==> src/rtl/vx_tcu_drl_acc_sched.sv <==
// Round-robin scheduler sharing one fixed-latency TCU accumulator among NUM_REQS
// requesters, with credit-protected per-requester response queues.
module vx_tcu_drl_acc_sched #(
    parameter int unsigned NUM_REQS  = 4,
    parameter int unsigned N         = 5,
    parameter int unsigned WI        = 26,
    parameter int unsigned WO        = 30,
    parameter int unsigned LATENCY   = 2,
    parameter int unsigned TAG_W     = 8,
    parameter int unsigned RSP_DEPTH = 4
) (
    input  logic                                clk,
    input  logic                                reset_n,
    input  logic [NUM_REQS-1:0]                 req_valid,
    output logic [NUM_REQS-1:0]                 req_ready,
    input  logic [NUM_REQS-1:0][N-1:0][WI-1:0]  req_sigs,
    input  logic [NUM_REQS-1:0][N-1:0]          req_sticky,
    input  logic [NUM_REQS-1:0][N-2:0]          req_lane_mask,
    input  logic [NUM_REQS-1:0][TAG_W-1:0]      req_tag,
    output logic                                acc_valid,
    output logic [31:0]                         acc_req_id,
    output logic [N-1:0][WI-1:0]                acc_sigs,
    output logic [N-1:0]                        acc_sticky,
    output logic [N-2:0]                        acc_lane_mask,
    input  logic [WO-1:0]                       acc_sig_out,
    input  logic                                acc_sticky_out,
    output logic [NUM_REQS-1:0]                 rsp_valid,
    input  logic [NUM_REQS-1:0]                 rsp_ready,
    output logic [NUM_REQS-1:0][WO-1:0]         rsp_sig,
    output logic [NUM_REQS-1:0]                 rsp_sticky,
    output logic [NUM_REQS-1:0][TAG_W-1:0]      rsp_tag
);

    localparam int unsigned IDX_W = (NUM_REQS > 1) ? $clog2(NUM_REQS) : 1;
    localparam int unsigned CRD_W = $clog2(RSP_DEPTH + 1);
    localparam int unsigned AW    = $clog2(RSP_DEPTH);
    localparam int unsigned AIW   = (AW > 0) ? AW : 1;
    localparam int unsigned PW    = AW + 1;
    localparam int unsigned ENT_W = WO + 1 + TAG_W;
    localparam logic [PW-1:0] AMASK = PW'(RSP_DEPTH - 1);

    logic [NUM_REQS-1:0][CRD_W-1:0] credit_q, credit_d;
    logic [IDX_W-1:0]               rr_ptr_q, rr_ptr_d, gnt_idx_c;
    logic                           gnt_any_c;
    logic [NUM_REQS-1:0]            eligible_c, grant_c, deq_c, wr_en_c;
    logic [31:0]                    iss_cnt_q;
    logic [IDX_W-1:0]               iss_own_q;
    logic [TAG_W-1:0]               iss_tag_q;
    logic                           tail_vld_c;
    logic [IDX_W-1:0]               tail_own_c;
    logic [TAG_W-1:0]               tail_tag_c;
    logic [NUM_REQS-1:0][PW-1:0]    wr_ptr_q, rd_ptr_q;
    logic [ENT_W-1:0]               mem_q [NUM_REQS][RSP_DEPTH];

    always_comb begin
        for (int unsigned i = 0; i < NUM_REQS; i++) begin
            eligible_c[i] = req_valid[i] & (credit_q[i] != '0);
        end
    end

    // Round-robin search starting at rr_ptr, wrapping modulo NUM_REQS
    always_comb begin
        int unsigned idx;
        idx       = 0;
        gnt_any_c = 1'b0;
        gnt_idx_c = '0;
        for (int unsigned k = 0; k < NUM_REQS; k++) begin
            idx = 32'(rr_ptr_q) + k;
            if (idx >= NUM_REQS) idx = idx - NUM_REQS;
            if (!gnt_any_c && eligible_c[IDX_W'(idx)]) begin
                gnt_any_c = 1'b1;
                gnt_idx_c = IDX_W'(idx);
            end
        end
        grant_c = gnt_any_c ? (NUM_REQS'(1) << gnt_idx_c) : '0;
    end

    assign req_ready = grant_c & {NUM_REQS{reset_n}};
    assign deq_c     = rsp_valid & rsp_ready;

    always_comb begin
        rr_ptr_d = rr_ptr_q;
        credit_d = credit_q;
        if (gnt_any_c) begin
            rr_ptr_d = (gnt_idx_c == IDX_W'(NUM_REQS - 1)) ? '0 : gnt_idx_c + IDX_W'(1);
        end
        for (int unsigned i = 0; i < NUM_REQS; i++) begin
            if (grant_c[i] && !deq_c[i]) begin
                credit_d[i] = credit_q[i] - CRD_W'(1);
            end else if (!grant_c[i] && deq_c[i]) begin
                credit_d[i] = credit_q[i] + CRD_W'(1);
            end
        end
    end

    // Arbiter state and accumulator issue register
    always_ff @(posedge clk or negedge reset_n) begin
        if (!reset_n) begin
            rr_ptr_q      <= '0;
            credit_q      <= {NUM_REQS{CRD_W'(RSP_DEPTH)}};
            acc_valid     <= 1'b0;
            acc_req_id    <= '0;
            acc_sigs      <= '0;
            acc_sticky    <= '0;
            acc_lane_mask <= '0;
            iss_cnt_q     <= '0;
            iss_own_q     <= '0;
            iss_tag_q     <= '0;
        end else begin
            rr_ptr_q  <= rr_ptr_d;
            credit_q  <= credit_d;
            acc_valid <= gnt_any_c;
            if (gnt_any_c) begin
                acc_sigs      <= req_sigs[gnt_idx_c];
                acc_sticky    <= req_sticky[gnt_idx_c];
                acc_lane_mask <= req_lane_mask[gnt_idx_c];
                acc_req_id    <= iss_cnt_q;
                iss_cnt_q     <= iss_cnt_q + 32'd1;
                iss_own_q     <= gnt_idx_c;
                iss_tag_q     <= req_tag[gnt_idx_c];
            end
        end
    end

    // Owner/tag tracking that mirrors the accumulator's fixed latency
    if (LATENCY == 0) begin : g_comb
        assign tail_vld_c = acc_valid;
        assign tail_own_c = iss_own_q;
        assign tail_tag_c = iss_tag_q;
    end else begin : g_pipe
        logic [LATENCY-1:0]            vld_q;
        logic [LATENCY-1:0][IDX_W-1:0] own_q;
        logic [LATENCY-1:0][TAG_W-1:0] tag_q;

        always_ff @(posedge clk or negedge reset_n) begin
            if (!reset_n) begin
                vld_q <= '0;
                own_q <= '0;
                tag_q <= '0;
            end else begin
                vld_q[0] <= acc_valid;
                own_q[0] <= iss_own_q;
                tag_q[0] <= iss_tag_q;
                for (int unsigned s = 1; s < LATENCY; s++) begin
                    vld_q[s] <= vld_q[s-1];
                    own_q[s] <= own_q[s-1];
                    tag_q[s] <= tag_q[s-1];
                end
            end
        end

        assign tail_vld_c = vld_q[LATENCY-1];
        assign tail_own_c = own_q[LATENCY-1];
        assign tail_tag_c = tag_q[LATENCY-1];
    end

    always_comb begin
        for (int unsigned i = 0; i < NUM_REQS; i++) begin
            wr_en_c[i] = tail_vld_c && (tail_own_c == IDX_W'(i));
        end
    end

    always_ff @(posedge clk or negedge reset_n) begin
        if (!reset_n) begin
            wr_ptr_q <= '0;
            rd_ptr_q <= '0;
        end else begin
            for (int unsigned i = 0; i < NUM_REQS; i++) begin
                if (wr_en_c[i]) wr_ptr_q[i] <= wr_ptr_q[i] + PW'(1);
                if (deq_c[i])   rd_ptr_q[i] <= rd_ptr_q[i] + PW'(1);
            end
        end
    end

    // Queue storage needs no reset: pointers alone define occupancy
    always_ff @(posedge clk) begin
        for (int unsigned i = 0; i < NUM_REQS; i++) begin
            if (wr_en_c[i]) begin
                mem_q[i][AIW'(wr_ptr_q[i] & AMASK)] <= {acc_sig_out, acc_sticky_out, tail_tag_c};
            end
        end
    end

    always_comb begin
        for (int unsigned i = 0; i < NUM_REQS; i++) begin
            rsp_valid[i] = (wr_ptr_q[i] != rd_ptr_q[i]);
            {rsp_sig[i], rsp_sticky[i], rsp_tag[i]} = mem_q[i][AIW'(rd_ptr_q[i] & AMASK)];
        end
    end

endmodule

==> config.mk <==
export PLATFORM = sky130hd
export DESIGN_NAME = vx_tcu_drl_acc_sched
export DESIGN_NICKNAME = d
export VERILOG_FILES = /design/src/rtl/vx_tcu_drl_acc_sched.sv
export SDC_FILE = /design/constraint.sdc
export NUM_CORES = 1
export LEC_CHECK = 0
export CAP_MARGIN = 20
export CORE_AREA = 2 2 377 379
export DETAILED_ROUTE_END_ITERATION = 8
export DIE_AREA = 0 0 379 381
export PLACE_DENSITY = 0.59
export RECOVER_POWER = 50
export SKIP_LAST_GASP = 1
export SLEW_MARGIN = 20
export SYNTH_ARGS = -nofsm -noshare
export SYNTH_HDL_FRONTEND = slang
export SYNTH_SLANG_ARGS = --single-unit
==> constraint.sdc <==
create_clock -name clk -period 3.8 [get_ports clk]
set_input_delay 1.14 -clock clk [delete_from_list [all_inputs] [get_ports clk]]
set_output_delay 1.14 -clock clk [all_outputs]
set_load 0.01 [all_outputs]
==> flow_metrics.tcl <==
set metrics [dict create \
    synthAdderAreaFrac_pct 1.19 \
    cts_hold_buf 0 \
    synth_cells 2152 \
    finalSetupViolCount 2 \
    hpwl_um 126000 \
    r2r_setup_slack_ps 350 \
    tns_ps -27.8 \
    wl_um 166000 \
    clockBufferDepth 3 \
    regToRegStartpoint "credit_q[6]" \
    port_buffers 964 \
    grt_setup_unrepaired "true" \
    crit_arrival_ps 2680 \
    finalHoldViolations 0 \
    synth_top_family_by_area "multiplexers" \
    crit_path_end_kind "output pin" \
    drtPass1Iterations 5 \
    remaining_drc_errors 0 \
    synthArstFlopShare_pct 30.5 \
    grt_max_degree 111 \
    skew_ps 29.3 \
    worstPathMaxFanout 4 \
    grt_pass1_vias 25300 \
    layout_min_cycle_time_ps 3820 \
    synth-seq-cells 898 \
    start_util_pct 26.6 \
    start_kind "flop" \
    grt_pass1_wl_um 220000 \
    outcome "finished, violations left" \
    die_x_um 379 \
    ant_nets 0 \
    crit_path_end "req_ready[1]" \
    worstSetupStartpoint "credit_q[6]" \
    fin_hold_ws_ps 228 \
    grtUsageTotal_pct 22.5 \
    vias_per_cell 4.72 \
    die_area_um2 144000 \
    maxCapViolations 11 \
    syn-cell-area_um2 37300 \
    synth-simple-area-share_pct 4.04 \
    vdd_drop_max_uv 415 \
    synth.distinct_cells 45 \
    worst_slew_pin_slew_ps 2000 \
    tritoncts "done" \
    worstSetupPathType "reg2out" \
    synth_xor_area_share_pct 1.67 \
    gp_congestion 0.931 \
    synthesis.nets 2814 \
    routedWlPerCell_um 31.7 \
    num_rows 138 \
    worst_r2r_path_depth 11 \
    vias 24700 \
    fmax_mhz 262 \
    synth_flop_cell "edfxtp_1" \
    syn_area_per_cell_um2 17.4 \
    boundaryPins 965 \
    min_path_type "in2async" \
    p_leak_nw 19.4 \
    synth_warnings 0 \
    timing.rr.end "acc_sigs[17]" \
    numCtsBuffers 100 \
    fin_crit_sh_pct 101 \
    synth_seq_area_share_pct 68.6 \
    ff_latch_area_um2 25600 \
    power_density_nw_per_um2 800 \
    fillerInstances 13200 \
    clk_pin_slew_worst_paths_ps 60 \
    chipHeight_um 381 \
    first_iter_violations 1965 \
    clock-root-buffer "clkbuf_16" \
    clkLatencyLatePin_ps 720 \
    htreeDepth 3 \
    synth_edf_count 624 \
    multi_input_area_um2 11100 \
    slew_headroom_pct -33.4 \
    cts.sinks 898 \
    synth.area.mux_share_pct 17.5 \
    antenna_found_initial 109 \
    maxSlewViolCount 295 \
    final_nets 3888 \
    drive_gt1_share_pct 16.3 \
    crit_required_ps 2660 \
    synth_compound_area_share_pct 4.69 \
    setup_ws_ps -19.2 \
    area_delta_synth_final_pct 43.5 \
    violations "max-capacitance violations, max-slew violations, negative setup slack" \
    core-area_um2 141000 \
    grt-ovfl-total 0 \
]
[report_power, final]
part,leakage (nW),internal [mW],switching [mW],total (mW)
Combinational,8.95,9.08,9.40,18.5
Sequential,8.93,13.3,1.56,14.9
Clock,1.57,5.35,4.19,9.54
[layout make-up]
| cell class | count | area share, % |
|---|---|---|
| well taps | 1890 | 4.41 |
| repair buffers | 1103 | 20.7 |
| inverters | 33 | 0.245 |
| clock buffers | 129 | 5.06 |
| diodes | 45 | 0.210 |
| flip-flops and latches | 898 | 47.8 |
| multi-input cells | 1090 | 20.6 |
| clock inverters | 56 | 0.957 |
[placed cells by master (no fill, tap or decap), types with 41 or more instances in the layout]
master	Yosys	final
a221oi_2	47	47
nor2_1	71	70
clkbuf_16	0	102
buf_4	8	93
xnor2_1	41	41
nand2_1	209	207
diode_2	0	45
mux2i_1	298	297
clkdlybuf4s50_1	0	919
dfrtp_1	270	260
edfxtp_1	624	624
mux4_2	156	156
o221ai_1	90	90
[flip-flops by register name (all words and copies together) (netlist names), 5 cells and up]
register,cells
mem_q,624
acc_sigs,130
acc_req_id,32
iss_cnt_q,32
credit_q,12
rd_ptr_q,12
wr_ptr_q,12
g_pipe.tag_q,8
iss_tag_q,8
tail_tag_c,8
acc_sticky,5
[cells by family after synthesis]
kind of cell | count (synthesis)
flops | 898
mux | 458
simple gates | 357
compound gates | 171
buf+inv | 164
xor+xnor | 71
fa+ha+maj | 33
[worst max-delay path, cell delays in order (launching register included)]
cell,delay [ps]
dfrtp_1,430
o31ai_4,360
mux2i_2,150
a211oi_4,340
buf_6,150
buf_12,90
ha_4,110
and3_4,220
buf_6,120
[repair_timing]
action	CTS	global route
pin swaps	8	3
setup buffers	11	4
resized for setup	44	10
setup endpoints to repair	134	17
cloned	1	1
[cell usage after synthesis, types with 8 or more instances]
cell | count | share of area, %
buf_6 | 26 | 0.78
o221ai_1 | 90 | 2.1
buf_2 | 18 | 0.24
xor2_1 | 30 | 0.70
a221oi_1 | 10 | 0.23
mux2i_1 | 298 | 8.0
xnor2_1 | 41 | 0.96
nand4_1 | 9 | 0.15
nor2_1 | 71 | 0.71
nand3_1 | 13 | 0.17
dfrtp_1 | 270 | 18
clkbuf_1 | 57 | 0.57
ha_1 | 29 | 0.97
buf_4 | 8 | 0.16
and2_1 | 22 | 0.37
buf_1 | 20 | 0.20
inv_1 | 31 | 0.31
o21ai_0 | 10 | 0.13
nand2_1 | 209 | 2.1
a221oi_2 | 47 | 1.9
edfxtp_1 | 624 | 50
and3_1 | 12 | 0.20
nor3_1 | 14 | 0.19
mux4_2 | 156 | 9.4
[worst min path at each step]
stage / start / to / slack (ps)
6_report: reset_n / acc_req_id[5] / 230
5_1_grt: reset_n / acc_req_id[5] / 200
4_1_cts: reset_n / acc_req_id[5] / 170
3_5_place_dp: g_pipe.tag_q[3] / tail_tag_c[3] / 340
3_3_place_gp: g_pipe.tag_q[3] / tail_tag_c[3] / 330
2_1_floorplan: g_pipe.vld_q[0] / g_pipe.vld_q[1] / 330
[per-layer routing]
metal / GRT usage [%] / wire length, µm
met1: 25.2 / 59100
met3: 6.29 / 13300
met5: 0 / 162
met4: 13.0 / 10000
met2: 38.2 / 83700
[stage by stage]
stage	power [mW]	area [µm²]	util (%)	cells	worst slack [ps]
after floorplan	23.9	37300	-	2152	102
after global placement	33.2	49900	35.5	4997	-423
after detailed placement	33.3	49900	35.5	4997	-516
after CTS	43.4	53400	38.0	5194	-102
after global routing	45.0	53600	38.1	5234	-160
final	42.9	53600	38.1	5244	-19.2
Note: power is estimated with default switching activity, not from simulation.
